[config.mk]
export PLATFORM = sky130hd
export DESIGN_NAME = lsu
export DESIGN_NICKNAME = d
export VERILOG_FILES = /design/src/rtl/lsu_pkg.sv /design/src/rtl/lsu_align.sv /design/src/rtl/lsu.sv
export SDC_FILE = /design/constraint.sdc
export NUM_CORES = 1
export LEC_CHECK = 0
export CAP_MARGIN = 20
export CORE_ASPECT_RATIO = 0.9
export CORE_MARGIN = 10
export CORE_UTILIZATION = 40
export DETAILED_ROUTE_END_ITERATION = 8
export PLACE_DENSITY = 0.68
export SLEW_MARGIN = 20
export SYNTH_ARGS = -nofsm -noshare
export SYNTH_HDL_FRONTEND = slang
export SYNTH_HIERARCHICAL = 1
export SYNTH_SLANG_ARGS = --single-unit
[constraint.sdc]
create_clock -name clk -period 3.3 [get_ports clk]
set_input_delay 0.825 -clock clk [delete_from_list [all_inputs] [get_ports clk]]
set_output_delay 0.825 -clock clk [all_outputs]
set_load 0.02 [all_outputs]
[src/rtl/lsu_pkg.sv]
// Shared encodings and helpers for the load/store unit.
// Lane masks: bytes of an access that land in the first or the spill word.
package lsu_pkg;

  localparam logic [1:0] SIZE_B = 2'b00;
  localparam logic [1:0] SIZE_H = 2'b01;
  localparam logic [1:0] SIZE_W = 2'b10;
  localparam logic [1:0] SIZE_X = 2'b11;

  typedef enum logic [1:0] {
    ST_IDLE,
    ST_ACC0,
    ST_ACC1,
    ST_RESP
  } state_e;

  function automatic logic [2:0] size_bytes(logic [1:0] size);
    logic [2:0] n;
    case (size)
      SIZE_B:  n = 3'd1;
      SIZE_H:  n = 3'd2;
      default: n = 3'd4;
    endcase
    return n;
  endfunction

  function automatic logic [7:0] span(logic [1:0] size, logic [1:0] off);
    logic [7:0] m;
    case (size)
      SIZE_B:  m = 8'b0000_0001;
      SIZE_H:  m = 8'b0000_0011;
      default: m = 8'b0000_1111;
    endcase
    return m << off;
  endfunction

  function automatic logic [3:0] lane_mask(logic [1:0] size, logic [1:0] off);
    logic [7:0] m;
    m = span(size, off);
    return m[3:0];
  endfunction

  function automatic logic [3:0] spill_mask(logic [1:0] size, logic [1:0] off);
    logic [7:0] m;
    m = span(size, off);
    return m[7:4];
  endfunction

  function automatic logic crosses(logic [1:0] size, logic [1:0] off);
    return ({1'b0, off} + size_bytes(size)) > 3'd4;
  endfunction

endpackage

[src/rtl/lsu_align.sv]
// Byte-lane merge for stores and byte gather/extend for loads.
// Build option LSU_MISALIGN_EN adds the spill-word (second access) lanes.
module lsu_align
  import lsu_pkg::*;
(
  input  logic [1:0]  size_i,
  input  logic [1:0]  off_i,
`ifdef LSU_MISALIGN_EN
  input  logic        hi_i,
`endif
  input  logic        uns_i,
  input  logic [31:0] rdata_i,
  input  logic [31:0] wdata_i,
  input  logic [31:0] buf_i,
  output logic [31:0] wdata_o,
  output logic [31:0] buf_o,
  output logic [31:0] ext_o
);

  logic [3:0] mask;
  logic [1:0] k;

  // Access byte k sits at lane (off+k) mod 4 in either word.
  always_comb begin
    wdata_o = rdata_i;
    buf_o   = buf_i;
    k       = 2'd0;
    mask    = lane_mask(size_i, off_i);
`ifdef LSU_MISALIGN_EN
    if (hi_i) mask = spill_mask(size_i, off_i);
`endif
    for (int l = 0; l < 4; l++) begin
      k = 2'(l) - off_i;
      if (mask[l]) begin
        wdata_o[8*l +: 8]     = wdata_i[{k, 3'b000} +: 8];
        buf_o[{k, 3'b000} +: 8] = rdata_i[8*l +: 8];
      end
    end
  end

  always_comb begin
    case (size_i)
      SIZE_B:  ext_o = {{24{~uns_i & buf_i[7]}}, buf_i[7:0]};
      SIZE_H:  ext_o = {{16{~uns_i & buf_i[15]}}, buf_i[15:0]};
      default: ext_o = buf_i;
    endcase
  end

endmodule

[src/rtl/lsu.sv]
// Load/store unit: byte/half/word requests to a word-wide memory port.
// Define LSU_MISALIGN_EN to split word-crossing accesses instead of faulting.
module lsu
  import lsu_pkg::*;
(
  input  logic        clk,
  input  logic        rst,
  input  logic        req_valid,
  output logic        req_ready,
  input  logic        req_we,
  input  logic [1:0]  req_size,
  input  logic        req_unsigned,
  input  logic [31:0] req_addr,
  input  logic [31:0] req_wdata,
  output logic        resp_valid,
  output logic [31:0] resp_rdata,
  output logic        resp_err,
  output logic        mem_we,
  output logic [31:0] mem_addr,
  output logic [31:0] mem_wdata,
  input  logic [31:0] mem_rdata
);

  state_e      state_q, state_d;
  logic        we_q, uns_q, err_q;
  logic [1:0]  size_q;
  logic [31:0] addr_q, wdata_q, buf_q;
  logic [31:0] buf_n, ext;
  logic        acc, bad, hi;

`ifdef LSU_MISALIGN_EN
  assign bad = (req_size == SIZE_X);
  assign hi  = (state_q == ST_ACC1);
`else
  assign bad = (req_size == SIZE_X)
             | ((req_size == SIZE_H) & req_addr[0])
             | ((req_size == SIZE_W) & (|req_addr[1:0]));
  assign hi  = 1'b0;
`endif

  assign acc = (state_q == ST_ACC0) | (state_q == ST_ACC1);

  always_comb begin
    state_d = state_q;
    unique case (state_q)
      ST_IDLE: if (req_valid) state_d = bad ? ST_RESP : ST_ACC0;
`ifdef LSU_MISALIGN_EN
      ST_ACC0: state_d = crosses(size_q, addr_q[1:0]) ? ST_ACC1 : ST_RESP;
`else
      ST_ACC0: state_d = ST_RESP;
`endif
      ST_ACC1: state_d = ST_RESP;
      ST_RESP: state_d = ST_IDLE;
    endcase
  end

  lsu_align u_align (
    .size_i  (size_q),
    .off_i   (addr_q[1:0]),
`ifdef LSU_MISALIGN_EN
    .hi_i    (hi),
`endif
    .uns_i   (uns_q),
    .rdata_i (mem_rdata),
    .wdata_i (wdata_q),
    .buf_i   (buf_q),
    .wdata_o (mem_wdata),
    .buf_o   (buf_n),
    .ext_o   (ext)
  );

  // Second word wraps past the top of the address space.
  assign mem_addr = {addr_q[31:2] + {29'd0, hi}, 2'b00};
  assign mem_we   = we_q & acc & ~rst;

  assign req_ready  = (state_q == ST_IDLE);
  assign resp_valid = (state_q == ST_RESP);
  assign resp_err   = resp_valid & err_q;
  assign resp_rdata = (resp_valid & ~we_q & ~err_q) ? ext : 32'd0;

  always_ff @(posedge clk) begin
    if (rst) begin
      state_q <= ST_IDLE;
      we_q    <= 1'b0;
      uns_q   <= 1'b0;
      err_q   <= 1'b0;
      size_q  <= SIZE_B;
      addr_q  <= 32'd0;
      wdata_q <= 32'd0;
      buf_q   <= 32'd0;
    end else begin
      state_q <= state_d;
      if (state_q == ST_IDLE && req_valid) begin
        we_q    <= req_we;
        uns_q   <= req_unsigned;
        size_q  <= req_size;
        addr_q  <= req_addr;
        wdata_q <= req_wdata;
        err_q   <= bad;
        buf_q   <= 32'd0;
      end
      if (acc && !we_q) buf_q <= buf_n;
    end
  end

endmodule

# After elaboration in Yosys (flattened, before gate mapping)
# Index checks and enable logic that the tools add are counted.
[word_totals]
output_inout_bits = 100
regBits = 103
in_bits = 103
word_cells = 81
[op_classes]
n_bitwise = 16
eq_ne = 8
muxes = 20
shifts = 13
n_reduce_logical = 8
addsub = 8
[op_table]
columns = ["operator", "count"]
rows = [
  ["two-way mux 32 bit", 7],
  ["bitwise mux 32 bit", 4],
  ["variable shift 8 x 7 -> 32 bit, first input constant", 4],
  ["indexed part select 32 x 6 -> 8 bit", 4],
  ["indexed part select 8 x 7 -> 32 bit", 4],
  ["one-hot mux 32 bit (2 select lines)", 1],
  ["two-way mux 8 bit", 4],
  ["negation 5 -> 7 bit", 4],
  ["AND 1 bit", 9],
  ["== test 2 bit, second input constant", 4],
  ["one-hot mux 4 bit (2 select lines)", 1],
  ["== test 2 x 1 -> 1 bit, second input constant", 3],
  ["one-hot mux 2 bit (3 select lines)", 1],
  ["zero test 2 bit", 2],
  ["two-way mux 2 bit", 2],
  ["inverter 1 bit", 4],
  ["OR reduction 2 bit", 2],
  ["left shift 4 x 2 -> 4 bit", 1],
  ["subtractor 1 x 2 -> 2 bit, first input constant", 2],
  ["subtractor 2 bit, first input constant", 2],
  ["bitwise OR 1 bit", 3],
  ["logical AND 1 bit", 2],
  ["!= test 2 bit, second input constant", 1],
  ["nonzero test 2 bit", 1],
  ["zero test 1 bit", 1],
]

# Logic depth before layout (Yosys ltp)
[depth]
ltp_word = 12
ltp_mapped = 11

# By module
# Netlist, hierarchy kept.
[by_module_without_submodules]
columns = ["module", "area_per_inst_um2", "cells_each", "seq_area_each_um2", "n_inst"]
rows = [
  ["lsu", 4199.0, 534, 2062.0, 1],
  ["lsu_align", 3223.1, 471, 0.0, 1],
]

# Worst setup path before layout
# OpenSTA, ideal clock, no wires.
[synth_path]
kind = "register -> output"
startpoint = "reg addr_q[0]"
endpoint = "out mem_wdata[17]"
t_arrival_ns = 2.207
path_stages_with_launch = 8
n_path_buf = 3
path_slack_ns = 0.268
required_ns = 2.475
path_cell_list = "dfxtp_1 -> buf_6 -> inv_1 -> ha_1 -> buf_2 -> clkbuf_1 -> a21oi_1 -> o21ai_0"
[synth_via]
elab_chain_len = 3
[synth_lines]
columns = ["item", "line", "source"]
rows = [
  ["start: declaration", "lsu.sv:27", "logic [31:0] addr_q, wdata_q, buf_q;"],
  ["start signal: assignment", "lsu.sv:97", "addr_q <= req_addr;"],
  ["subtractor 2 bit", "lsu_align.sv:33", "k = 2'(l) - off_i;"],
  ["indexed part select 32 x 6 -> 8 bit", "lsu_align.sv:35", "wdata_o[8*l +: 8] = wdata_i[{k, 3'b000} +: 8];"],
  ["two-way mux 8 bit (*)", "lsu_align.sv:34", "if (mask[l]) begin"],
  ["end: declaration", "lsu.sv:20", "output logic [31:0] mem_wdata,"],
]
# Every way passes the cells marked *; elsewhere a longest branch is shown, timed or not.

# Final worst setup path
[layout_path]
startpoint = "reg addr_q[0]"
endpoint = "out mem_wdata[24]"
# Same word-level chain as after synthesis.

==> results.ini <==
[clocking]
path_clk_slew_ns=0.08
cts_tree=built
clock_latency_ns=0.36
cts_made_buffers=9
htree_levels=3
cts_buffer_depth=2
clockRootBuffer=clkbuf_16
clock_sinks=103
cts-hold-fix-buffers=0

[cells_and_area]
design_area_um2=9686
areaGrowthSynthToFinish_pct=30.50
nFillCells=1780
final_nets=1249
drive_above_1_share=0.1078
num_antenna_cells=0

[placement]
portBuffers=200
gp_congestion=1.034
dp_hpwl_um=20790
placed_cell_area_um2=9303

[grt]
grt_max_degree=62
track_usage=0.2175
grt_pass1_wl_um=42080
grt-ovfl-total=0
grt_pass1_vias=7228
antenna_found_initial=0

[sta]
slew_viol_final=0
hold_violations=0
finalSetupTns_ns=0
max_freq_mhz=308.4
rsz0062_at_grt=false
setup_viol=0
fin_skew_ns=0.008419
slew_headroom=0.4987
fin_hold_ws_ns=0.4551
finalCritPeriodShare=0.9825
period_needed_ns=3.242
tightest_slew_ns=0.7469

[floorplanning]
dieArea_um2=24410
core_area_um2=18290
start_util=0.4058
die_w_um=163.6
top_level_ports=203
fp-row-count=47
die_y_um=149.2

[route]
drt_iter0_drc=694
vias=7757
route.detailed.drc=0
wire_per_inst_um=20.03
avgViaCountPerCell=5.597
wirelength_um=27770
drt-pass1-iter-count=6
drtAntennaViolNets=0

[yosys]
synth_edf_count=0
netlist_instances=1005
synthArstFlopShare=0
ys.flop_type=dfxtp_1
syn_area_um2=7422
seq_area_frac_synth=0.2778
avgSynthCellArea_um2=7.385
synth.distinct_cells=65
yosysWarnings=6
synth_seq_cells=103

[critical_path]
path_class=reg2out
path_max_fanout=28
critPathArrivalTime_ns=2.42
path_cells=buf_12 > o21a_1 > nor2_2 > buf_4 > mux2_2 > clkdlybuf4s50_1
cpPeakStageDelay_ns=0.58
cp-start-kind=register
worst_path_max_delay_cell=clkdlybuf4s50_1
endpoint_kind=output pin
required_ns=2.47

[power_and_ir_drop]
p_per_area_nw_per_um2=463.0
p_leak_nw=3.763
vdd_ir_drop_max_uv=310.9

[status]
status=finished clean

[hold_path]
hold_class=reg2reg

[flow_run]
drv_cap=0

critical path: cells and delay by family, from the launching register on:
family | cells | cell delay [ns]
buffers and inverters | 3 | 0.96
flip-flops | 1 | 0.36
multiplexers | 1 | 0.35
AO/OA/AOI/OAI | 1 | 0.27
AND/OR/NAND/NOR | 1 | 0.10
synthesized netlist by cell type (9+ instances only):
library cell	count	area [µm²]
nand2_1	276	1036
a21oi_1	118	590.6
dfxtp_1	103	2062
buf_4	48	360.4
and2_1	35	219.0
o21ai_0	35	175.2
nand3_1	33	165.2
buf_2	29	145.1
mux2i_1	26	260.3
clkbuf_1	25	93.84
inv_1	25	93.84
nor2b_1	19	118.9
mux2_2	17	191.4
nor2_1	14	52.55
a21o_1	11	82.58
buf_6	11	123.9
nor3_1	11	55.05
o21ai_1	11	55.05
ha_1	10	125.1
a221o_1	9	90.09
nor3b_1	9	67.56
flip-flops by register name, indices dropped and copies added (netlist names):
| register | cells |
|---|---|
| state_q | 2 |
| addr_q | 32 |
| size_q | 2 |
| err_q | 1 |
| uns_q | 1 |
| we_q | 1 |
| wdata_q | 32 |
| buf_q | 32 |
cell families (layout without fill, tap and decap cells):
| logic type | Yosys count | count (layout) | share of synthesized area |
|---|---|---|---|
| mux | 51 | 51 | 0.08513 |
| other cells | 1 | 2 | 0.0005052 |
| simple gates | 435 | 435 | 0.2719 |
| buf+inv | 146 | 281 | 0.1145 |
| flops | 103 | 103 | 0.2778 |
| fa+ha+maj | 10 | 10 | 0.01686 |
| compound gates | 259 | 259 | 0.2333 |
cells in the final DEF, fill, tap and decap left out, types with 17 or more instances in the layout:
| master | Yosys | routed |
|---|---|---|
| nand3_1 | 33 | 33 |
| clkdlybuf4s50_1 | 0 | 176 |
| and2_1 | 35 | 34 |
| buf_4 | 48 | 35 |
| nor2b_1 | 19 | 18 |
| inv_1 | 25 | 25 |
| nand2_1 | 276 | 275 |
| dfxtp_1 | 103 | 102 |
| mux2i_1 | 26 | 26 |
| o21ai_0 | 35 | 34 |
| mux2_2 | 17 | 17 |
| a21oi_1 | 118 | 118 |
routing by layer:
layer / share of wire / GRT usage / vias up / wire (µm)
li1: - / - / 3691 / -
met1: 0.41 / 0.2774 / 3616 / 11370
met2: 0.44 / 0.3348 / 406 / 12280
met3: 0.13 / 0.09023 / 44 / 3506
met4: 0.022 / 0.05045 / 0 / 603
met5: 0 / 0 / - / 0
stage by stage:
step / worst slack (ns) / utilization / total power [W] / cells
3_3_place_gp: 0.1672 / 0.5087 / 0.003379 / 1369
6_report: 0.05764 / 0.5296 / 0.004485 / 1386
3_5_place_dp: 0.1542 / 0.5087 / 0.003389 / 1369
4_1_cts: 0.001416 / 0.5257 / 0.004505 / 1385
5_1_grt: 0.001156 / 0.5296 / 0.004736 / 1386
2_1_floorplan: 0.2680 / - / 0.002762 / 1006
power breakdown:
part | internal (W) | switching (W) | total [W]
logic | 0.000766 | 0.00114 | 0.00190
clock network | 0.000555 | 0.000553 | 0.00111
registers | 0.00136 | 0.000109 | 0.00147
total | 0.00269 | 0.00180 | 0.00448
repair_timing:
action	CTS	global route
pin swaps	0	1
gates resized for setup	12	19
endpoints found under the setup margin	35	25
buffers inserted	0	0
gates cloned	0	1
cell type report:
class / instances / area [µm²] / area share
Clock inverter: 6 / 61.31 / 0.006330
Sequential cell: 103 / 2063 / 0.2130
Multi-Input combinational cell: 757 / 4544 / 0.4692
Timing Repair Buffer: 239 / 2374 / 0.2451
Inverter: 26 / 97.59 / 0.01008
Clock buffer: 10 / 239.0 / 0.02467
Tap cell: 245 / 306.5 / 0.03165
path summary, 6_finish.rpt:
| check | start | slack [ns] | end | depth (start not counted) |
|---|---|---|---|---|
| max | addr_q[0]$_SDFFE_PP0P_ | 0.06 | mem_wdata[24] | 6 |
| min | addr_q[9]$_SDFFE_PP0P_ | 0.46 | addr_q[9]$_SDFFE_PP0P_ | 2 |
| max reg2reg | addr_q[0]$_SDFFE_PP0P_ | 0.71 | buf_q[14]$_SDFFE_PP0P_ | 9 |
| min reg2reg | addr_q[9]$_SDFFE_PP0P_ | 0.46 | addr_q[9]$_SDFFE_PP0P_ | 2 |
Power figures use the tool's default switching activity.
